File: src/rtl/mdio_phy_target_if.sv
// MDIO target bus: controller-driven line signals, target read-back, write-commit
// sideband and FSM state for observation.
interface mdio_phy_target_if;
    logic        mdc;
    logic        mdio_oe;
    logic        mdio_out;
    logic        mdio_in;
    logic        mdio_drive;
    logic        wr_strobe;
    logic [4:0]  wr_addr;
    logic [15:0] wr_data;
    logic        busy;
    logic [2:0]  state_dbg;

    // wr_strobe is a one-cycle valid with no ready: wr_addr/wr_data are valid in the
    // strobe cycle and held until the next commit; the consumer must take it then.
    modport master (
        output mdc, mdio_oe, mdio_out,
        input  mdio_in, mdio_drive, wr_strobe, wr_addr, wr_data, busy, state_dbg
    );

    modport slave (
        input  mdc, mdio_oe, mdio_out,
        output mdio_in, mdio_drive, wr_strobe, wr_addr, wr_data, busy, state_dbg
    );
endinterface

File: src/rtl/mdio_phy_target.sv
// Clause-22 MDIO management target with a small local register file.
// Define MDIO_PREAMBLE_EN to require a 32-bit all-ones preamble before each frame.
module mdio_phy_target #(
    parameter logic [4:0]  PHY_ADDR = 5'd1,
    parameter int          NUM_REGS = 32,
    parameter logic [15:0] ID1      = 16'h0141,
    parameter logic [15:0] ID2      = 16'h0CC2
) (
    input  logic              clk,
    input  logic              reset,
    mdio_phy_target_if.slave  bus
);

    typedef enum logic [2:0] {
        S_IDLE  = 3'd0,
        S_HDR   = 3'd1,
        S_TA    = 3'd2,
        S_WDATA = 3'd3,
        S_RDATA = 3'd4,
        S_SKIP  = 3'd5
    } state_t;

    state_t      state;
    logic        mdc_q;
    logic [5:0]  n;
    logic [10:0] hdr_sh;
    logic [14:0] wr_sh;
    logic [15:0] rd_word;
    logic [4:0]  reg_addr;
    logic        is_read;
    logic [15:0] regs [NUM_REGS];
    logic        mdio_in_r;
    logic        mdio_drive_r;
    logic        wr_strobe_r;
    logic [4:0]  wr_addr_r;
    logic [15:0] wr_data_r;
`ifdef MDIO_PREAMBLE_EN
    logic [5:0]  pre_cnt;
`endif

    logic        rise;
    logic        fall;
    logic        bit_in;
    logic [5:0]  n_nxt;
    logic [11:0] hdr;
    logic [15:0] w_word;
    logic [15:0] rd_sel;
    logic [3:0]  rd_idx;

    assign rise   = bus.mdc & ~mdc_q;
    assign fall   = ~bus.mdc & mdc_q;
    assign bit_in = bus.mdio_out;
    assign n_nxt  = n + 6'd1;
    // Header as it stands after the current bit: OP[11:10] PHYAD[9:5] REGAD[4:0] at n=14.
    assign hdr    = {hdr_sh, bit_in};
    assign w_word = {wr_sh, bit_in};
    assign rd_idx = 4'(5'd31 - n[4:0]);

    always_comb begin
        rd_sel = '0;
        for (int i = 0; i < NUM_REGS; i++) begin
            if (hdr[4:0] == 5'(i)) rd_sel = regs[i];
        end
    end

    always_ff @(posedge clk) begin
        mdc_q <= bus.mdc;
        if (!reset) begin
            state        <= S_IDLE;
            n            <= '0;
            hdr_sh       <= '0;
            wr_sh        <= '0;
            rd_word      <= '0;
            reg_addr     <= '0;
            is_read      <= 1'b0;
            mdio_in_r    <= 1'b0;
            mdio_drive_r <= 1'b0;
            wr_strobe_r  <= 1'b0;
            wr_addr_r    <= '0;
            wr_data_r    <= '0;
`ifdef MDIO_PREAMBLE_EN
            pre_cnt      <= '0;
`endif
            for (int i = 0; i < NUM_REGS; i++) begin
                if (i == 2)      regs[i] <= ID1;
                else if (i == 3) regs[i] <= ID2;
                else             regs[i] <= '0;
            end
        end else begin
            wr_strobe_r <= 1'b0;
            case (state)
                S_IDLE: begin
                    if (rise && bus.mdio_oe) begin
`ifdef MDIO_PREAMBLE_EN
                        if (bit_in) begin
                            pre_cnt <= (pre_cnt == 6'd32) ? pre_cnt : pre_cnt + 6'd1;
                        end else begin
                            pre_cnt <= '0;
                            if (pre_cnt == 6'd32) begin
                                state <= S_HDR;
                                n     <= 6'd1;
                            end
                        end
`else
                        if (!bit_in) begin
                            state <= S_HDR;
                            n     <= 6'd1;
                        end
`endif
                    end
                end
                S_HDR: begin
                    if (rise && bus.mdio_oe) begin
                        n      <= n_nxt;
                        hdr_sh <= hdr[10:0];
                        if (n_nxt == 6'd2 && !bit_in) begin
                            state <= S_IDLE;
                            n     <= '0;
                        end else if (n_nxt == 6'd4 && (hdr[1:0] == 2'b00 || hdr[1:0] == 2'b11)) begin
                            state <= S_IDLE;
                            n     <= '0;
                        end else if (n_nxt == 6'd14) begin
                            reg_addr <= hdr[4:0];
                            is_read  <= (hdr[11:10] == 2'b10);
                            rd_word  <= rd_sel;
                            state    <= (hdr[9:5] == PHY_ADDR) ? S_TA : S_SKIP;
                        end
                    end
                end
                S_TA: begin
                    if (rise) begin
                        n <= n_nxt;
                        if (n_nxt == 6'd16) state <= is_read ? S_RDATA : S_WDATA;
                    end else if (fall && is_read && n == 6'd15) begin
                        mdio_drive_r <= 1'b1;
                        mdio_in_r    <= 1'b0;
                    end
                end
                S_WDATA: begin
                    if (rise) begin
                        n     <= n_nxt;
                        wr_sh <= w_word[14:0];
                        if (n_nxt == 6'd32) begin
                            wr_strobe_r <= 1'b1;
                            wr_addr_r   <= reg_addr;
                            wr_data_r   <= w_word;
                            state       <= S_IDLE;
                            n           <= '0;
                            // Registers 2/3 are read-only IDs; out-of-range addresses match nothing.
                            for (int i = 0; i < NUM_REGS; i++) begin
                                if (reg_addr == 5'(i) && i != 2 && i != 3) regs[i] <= w_word;
                            end
                        end
                    end
                end
                S_RDATA: begin
                    if (rise) begin
                        if (n != 6'd32) n <= n_nxt;
                    end else if (fall) begin
                        if (n == 6'd32) begin
                            mdio_drive_r <= 1'b0;
                            mdio_in_r    <= 1'b0;
                            state        <= S_IDLE;
                            n            <= '0;
                        end else begin
                            mdio_in_r <= rd_word[rd_idx];
                        end
                    end
                end
                S_SKIP: begin
                    if (rise) begin
                        n <= n_nxt;
                        if (n_nxt == 6'd32) begin
                            state <= S_IDLE;
                            n     <= '0;
                        end
                    end
                end
                default: begin
                    state <= S_IDLE;
                    n     <= '0;
                end
            endcase
        end
    end

    assign bus.mdio_in    = mdio_in_r;
    assign bus.mdio_drive = mdio_drive_r;
    assign bus.wr_strobe  = wr_strobe_r;
    assign bus.wr_addr    = wr_addr_r;
    assign bus.wr_data    = wr_data_r;
    assign bus.busy       = (state != S_IDLE);
    assign bus.state_dbg  = state;

endmodule

File: src/flat_wrapper.sv
// flat-port wrapper written by rule: the top's interface ports become plain ports
module mdio_phy_target_flat 
#(
    parameter logic [4:0]  PHY_ADDR = 5'd1,
    parameter int          NUM_REGS = 32,
    parameter logic [15:0] ID1      = 16'h0141,
    parameter logic [15:0] ID2      = 16'h0CC2
)
  (clk, reset, bus_mdc, bus_mdio_oe, bus_mdio_out, bus_mdio_in, bus_mdio_drive, bus_wr_strobe, bus_wr_addr, bus_wr_data, bus_busy, bus_state_dbg);
  mdio_phy_target_if bus_i ();
  input  logic clk;
  input  logic reset;
  input wire logic [$bits(bus_i.mdc)-1:0] bus_mdc;
  input wire logic [$bits(bus_i.mdio_oe)-1:0] bus_mdio_oe;
  input wire logic [$bits(bus_i.mdio_out)-1:0] bus_mdio_out;
  output wire logic [$bits(bus_i.mdio_in)-1:0] bus_mdio_in;
  output wire logic [$bits(bus_i.mdio_drive)-1:0] bus_mdio_drive;
  output wire logic [$bits(bus_i.wr_strobe)-1:0] bus_wr_strobe;
  output wire logic [$bits(bus_i.wr_addr)-1:0] bus_wr_addr;
  output wire logic [$bits(bus_i.wr_data)-1:0] bus_wr_data;
  output wire logic [$bits(bus_i.busy)-1:0] bus_busy;
  output wire logic [$bits(bus_i.state_dbg)-1:0] bus_state_dbg;
  assign bus_i.mdc = bus_mdc;
  assign bus_i.mdio_oe = bus_mdio_oe;
  assign bus_i.mdio_out = bus_mdio_out;
  assign bus_mdio_in = bus_i.mdio_in;
  assign bus_mdio_drive = bus_i.mdio_drive;
  assign bus_wr_strobe = bus_i.wr_strobe;
  assign bus_wr_addr = bus_i.wr_addr;
  assign bus_wr_data = bus_i.wr_data;
  assign bus_busy = bus_i.busy;
  assign bus_state_dbg = bus_i.state_dbg;
  mdio_phy_target #(.PHY_ADDR(PHY_ADDR), .NUM_REGS(NUM_REGS), .ID1(ID1), .ID2(ID2)) u_core (.clk(clk), .reset(reset), .bus(bus_i));
endmodule
File: config.mk
export PLATFORM = sky130hd
export DESIGN_NAME = mdio_phy_target_flat
export DESIGN_NICKNAME = d
export VERILOG_FILES = /design/src/rtl/mdio_phy_target_if.sv /design/src/rtl/mdio_phy_target.sv /design/src/flat_wrapper.sv
export SDC_FILE = /design/constraint.sdc
export NUM_CORES = 1
export LEC_CHECK = 0
export ABC_AREA = 1
export BUFFER_PORTS_ARGS = -buffer_cell sky130_fd_sc_hd__clkbuf_2
export CORE_MARGIN = 2
export CORE_UTILIZATION = 35
export DETAILED_ROUTE_END_ITERATION = 6
export PLACE_DENSITY = 0.59
export SYNTH_ARGS = -nofsm -noshare
export SYNTH_HDL_FRONTEND = slang
export SYNTH_SLANG_ARGS = --single-unit
File: constraint.sdc
create_clock -name clk -period 3.9 [get_ports clk]
set_input_delay 0.78 -clock clk [delete_from_list [all_inputs] [get_ports clk]]
set_output_delay 0.78 -clock clk [all_outputs]
set_load 0.01 [all_outputs]
Word-level counts from Yosys, hierarchy flattened
Memory sizes are Yosys's and may differ from the RTL's.
Index checks and enable logic that the tools add are counted.
{ "word_totals": {"reg_bits": 82, "latch_bits": 0, "ramBits": 512, "rom_bits": 0, "in_bits": 5, "elab_cells": 455, "mem_count": 1} }
{ "classes": {"addsub": 2, "mul": 0, "n_div": 0, "magnitude_cmp": 1, "eq_ne": 92, "shift": 0, "muxes": 287, "bitwise_logic": 36, "reduce_logical": 23} }
{ "mem_list": {"columns": ["memory", "words", "width", "rd", "rd_ports_with_merged_regs", "write_ports", "line", "text"], "rows": [
  ["u_core.regs", 32, 16, 32, 0, 32, "mdio_phy_target.sv:31", "logic [15:0] regs [NUM_REGS];"]
]} }
{ "op_table": {"columns": ["op", "n"], "rows": [
  ["two-way mux 16 bit", 62],
  ["two-way mux 1 bit", 193],
  ["== test 5 bit, second input constant", 32],
  ["== test 5 x 4 -> 1 bit, second input constant", 16],
  ["two-way mux 6 bit", 12],
  ["two-way mux 3 bit", 15],
  ["== test 5 x 3 -> 1 bit, second input constant", 8],
  ["OR 1 bit", 30],
  ["one-hot mux 6 bit (5 select lines)", 1],
  ["!= test 2 x 1 -> 1 bit, second input constant", 9],
  ["== test 5 x 1 -> 1 bit, second input constant", 3],
  ["one-hot mux 3 bit (5 select lines)", 1],
  ["== test 6 x 4 -> 1 bit, second input constant", 2],
  ["== test 6 bit, second input constant", 2],
  ["AND reduction 11 bit", 1],
  ["== test 5 x 2 -> 1 bit, second input constant", 2],
  ["logical NOT 5 bit", 2],
  ["AND reduction 5 bit", 2],
  ["AND reduction 8 bit", 1],
  ["adder 6 x 1 -> 6 bit, second input constant", 1],
  ["== test 3 x 2 -> 1 bit, second input constant", 2],
  ["== test 3 bit, second input constant", 2],
  ["== test 6 x 2 -> 1 bit, second input constant", 1],
  ["== test 6 x 3 -> 1 bit, second input constant", 1],
  ["25 further kinds", 40]
]} }

Depth between registers and ports, before layout
{ "logic_depth": {"word_depth": 33, "ltp_mapped": 38} }

Least setup slack after synthesis
Ideal clock, no wire load.
{ "synth_timing": {"kind": "input to register", "startpoint": "input bus_mdc", "endpoint": "memory u_core.regs[18][0] (netlist: u_core.regs[1][32]), enable pin", "setup_time_ns": 0.414, "arrival_time_ns": 3.064, "required_ns": 3.486, "path_slack_ns": 0.422, "stages": 8, "path_cell_list": "inv_1 nor2_1 nand4_1 nor2_1 inv_2 nor2_1 inv_1 o31ai_1"} }
{ "synth_lines": {"columns": ["element", "line", "text"], "rows": [
  ["from (decl)", "flat_wrapper.sv:13", "input wire logic [$bits(bus_i.mdc)-1:0] bus_mdc;"],
  ["to (decl)", "mdio_phy_target.sv:31", null]
]} }

Worst setup path in the final report
{ "layout_timing": {"startpoint": "register u_core.hdr_sh[2]", "endpoint": "register u_core.rd_word[2]"} }
{ "layout_between": {"elab_chain_cells": 33, "elab_cells_between_ends": 64} }
{ "layout_lines": {"columns": ["element", "line", "text"], "rows": [
  ["from (decl)", "mdio_phy_target.sv:26", "logic [10:0] hdr_sh;"],
  ["from (signal assigned)", "mdio_phy_target.sv:115", "hdr_sh <= hdr[10:0];"],
  ["logical NOT 5 bit", "mdio_phy_target.sv:62", "if (hdr[4:0] == 5'(i)) rd_sel = regs[i];"],
  ["two-way mux 16 bit (31 in series)", "mdio_phy_target.sv:62", null],
  ["two-way mux 16 bit (*)", "mdio_phy_target.sv:62", null],
  ["to (signal assigned)", "mdio_phy_target.sv:125", "rd_word <= rd_sel;"],
  ["to (decl)", "mdio_phy_target.sv:28", "logic [15:0] rd_word;"]
]} }
Mark *: on every way between the ends. The rest lies on a longest branch, timed or not.
A chain may end at the register's enable or synchronous reset.

==> out/summary.txt <==
Slowest cell on the critical path - dfxtp_2
Peak VDD IR - 0.340 mV
Detailed Route Iter0 Violations - 1,524
Pwr/cell area - 440 nW/µm²
Hold-fix buffer count after cts - 0
Pint - 0.00983 W
Cell variety after synth - 42
Num CTS Buffers - 55
Vias/cell - 4.82
# rows - 98
Synth Area in XOR/XNOR - 0.105%
Setup Crit Path Kind - reg -> reg
Routed WL - 67,000 µm
Yosys reg bits - 562
Adder-Cell Fraction of Synth Area - 0.350%
DIE WIDTH - 272 µm
Die ar. - 73,700 µm²
Global route total overflow - 0
Clk sinks - 562
Number of synthesized flops with an enable pin - 480
CP Capture Type - flip-flop
Layout cell share with drive strength beyond 1 - 11.9%
Routed wl met2 - 33,000 µm
H-tree level count - 2
Fillers - 7,052
Clock network power share - 40.8%
Global-route wire length before repair - 105,000 µm
Final setup viols - 0
Simple-Gate Fraction of Synth Area - 22.0%
Slew Limit Fails - 0
IO buf count - 32
Post-synth top cells - nand2_1, edfxtp_1, nor2_1, inv_1, a21oi_1
Met3 routed WL - 3040 µm
Effective utilization at floorplan - 35.2%
Max cap viols - 0
Post-synthesis mux area share - 0%
Worst path top cell family by delay - simple AND/OR/NAND/NOR gates
Vias - 18.4k
Antenna fix cells - 0
Clock slew at reported path FFs - 0.06 ns
Crit-path max FO - 14
DRC violations left - 0
Die Height - 272 µm
Vias in the first global route - 17.9k
CORE AREA - 71,100 µm²
Max Freq - 0.283 GHz
Critical Path RT - 4.41 ns
Main combinational cell family by area after synthesis - simple AND/OR/NAND/NOR gates
Status - complete, no violations
Switching pwr - 0.00290 W
Post-layout min period - 3.54 ns
CP most frequent cell - nand2_1
Most common cell in the netlist - nand2_1
RSZ-0062 raised after global routing - yes
Nets - 2,825
Largest net degree at the start of global routing - 45
Yosys top cell area share - 57.5%
LEAKAGE - 11.4 nW
Clk_lat worst skew - 0.64 ns
Comb pwr share - 5.7%
Switching fraction of total power - 22.8%
Total negative setup slack - 0 ns
Flop pwr share - 53.5%
Critical Path Start Type - flip-flop
Arrival @ worst endpoint - 4.05 ns
Post-synth top flop - edfxtp_1
DP HPWL - 46,500 µm
Area delta synth->final - 15.6%
Final worst-path cycle share - 90.7%
Ports - 33
Fin. Hold Viols - 0
Synth Cell Area - 25,100 µm²
Synthesized net count - 2,709
WL/cell - 17.6 µm
First-pass detailed-route iteration total - 6
Register area share after synthesis - 64.1%
Syn_area_per_cell - 9.29 µm²
Initial antenna violation count - 0
Clock Skew - 0.0328 ns
Antenna-violating nets left - 0
Routability congestion estimate - 0.862
YS warnings - 0
CTS tree - built
Placed Cells - 3,703
Synth Area in Compound Gates - 7.61%
Asr flop ratio synth - 0%
CP Buf/Inv Count - 5
Placed instance area - 27,200 µm²
HP Class - in -> reg
Top Layer Used - met4
CP max stage delay - 0.35 ns
Final Cell Area - 29,000 µm²
Worst slew pin tran - 0.907 ns
CTS max path bufs - 3
Syn Inst Count - 2,697
Fin cells - 3,808
Relative slew margins - 39.4%
Yosys top cell by area - edfxtp_1
Met1 Wirelength - 29,600 µm
Finished Core Util - 40.7%
Root Buffer - clkbuf_16
Top post-synthesis cells by area - edfxtp_1, nand2_1, nor2_1
Total GRT Usage - 18.2%
power by group through the flow:
stage | Combinational (W) | Clock [W] | Sequential (W)
global placement | 0.000725 | 0 | 0.00693
finish | 0.000728 | 0.00520 | 0.00681
detailed placement | 0.000727 | 0 | 0.00694
global route | 0.000831 | 0.00550 | 0.00683
floorplan | 0.000453 | 0 | 0.00692
CTS | 0.000729 | 0.00528 | 0.00681
worst paths after layout:
check | from | endpoint | slack, ns | cells past startpoint
setup / recovery | u_core.hdr_sh[2] | u_core.rd_word[2] | 0.36 | 35
hold / removal | bus_mdc | u_core.mdc_q | 0.28 | 1
setup reg to reg | u_core.hdr_sh[2] | u_core.rd_word[2] | 0.36 | 35
hold reg to reg | u_core.rd_word[6] | u_core.rd_word[6] | 0.47 | 2
layer usage:
metal / GRT usage, % / up-vias
li1: - / 9041
met1: 23.9 / 8809
met2: 31.7 / 428
met3: 2.40 / 73
met4: 4.83 / 0
met5: 0 / -
cells in the final DEF (no fill, tap or decap), drive strengths merged, types with 8 or more instances in the layout:
master    n
a21oi   189
buf     159
clkbuf  113
clkinv   20
dfxtp    82
edfxtp  480
inv     246
nand2   760
nand3    62
nand4    21
nor2    483
nor3      8
o21ai   156
or2      36
through the flow:
stage | power [W] | setup WS, ns | hold WS (ns)
after floorplan | 0.00737 | 0.422 | 0.435
after global placement | 0.00766 | -0.354 | 0.454
after detailed placement | 0.00767 | -0.390 | 0.457
after CTS | 0.0128 | 0.186 | 0.255
after global routing | 0.0132 | -0.0162 | 0.258
final | 0.0127 | 0.364 | 0.276
cells by family (layout without fill, tap and decap cells):
kind of cell             count (synthesis)  in the layout
AO/OA/AOI/OAI                          369            369
XOR/XNOR                                 3              3
adder cells (fa/ha/maj)                  7              7
buffers and inverters                  379            540
flip-flops                             562            562
AND/OR/NAND/NOR                       1377           1377
state kept, by name, indices dropped and copies added, names as in the netlist:
name	count
u_core.bus.mdio_drive	1
u_core.bus.mdio_in	1
u_core.bus.state_dbg	3
u_core.bus.wr_addr	5
u_core.bus.wr_data	16
u_core.bus.wr_strobe	1
u_core.hdr_sh	11
u_core.is_read	1
u_core.mdc_q	1
u_core.n	6
u_core.rd_word	16
u_core.reg_addr	5
u_core.regs	480
u_core.wr_sh	15
worst register-to-register path: cells and delay by family, from the launching register on:
family | cells | cell delay, ns
flip-flops | 1 | 0.35
buffers and inverters | 5 | 0.66
AND/OR/NAND/NOR | 28 | 2.29
AO/OA/AOI/OAI | 2 | 0.12
repair_timing:
action | CTS | global route
endpoints found under the setup margin | 0 | 10
resized for setup | 0 | 15
setup buffers | 0 | 3
cell type report:
type / instances / area (µm²) / area share, %
flip-flops and latches: 562 / 16100 / 55.5
multi-input cells: 1756 / 7590 / 26.2
clock buffers: 82 / 1550 / 5.35
repair buffers: 190 / 1460 / 5.05
well taps: 950 / 1190 / 4.11
inverters: 248 / 933 / 3.22
clock inverters: 20 / 178 / 0.614
(Power assumes the default switching activity.)
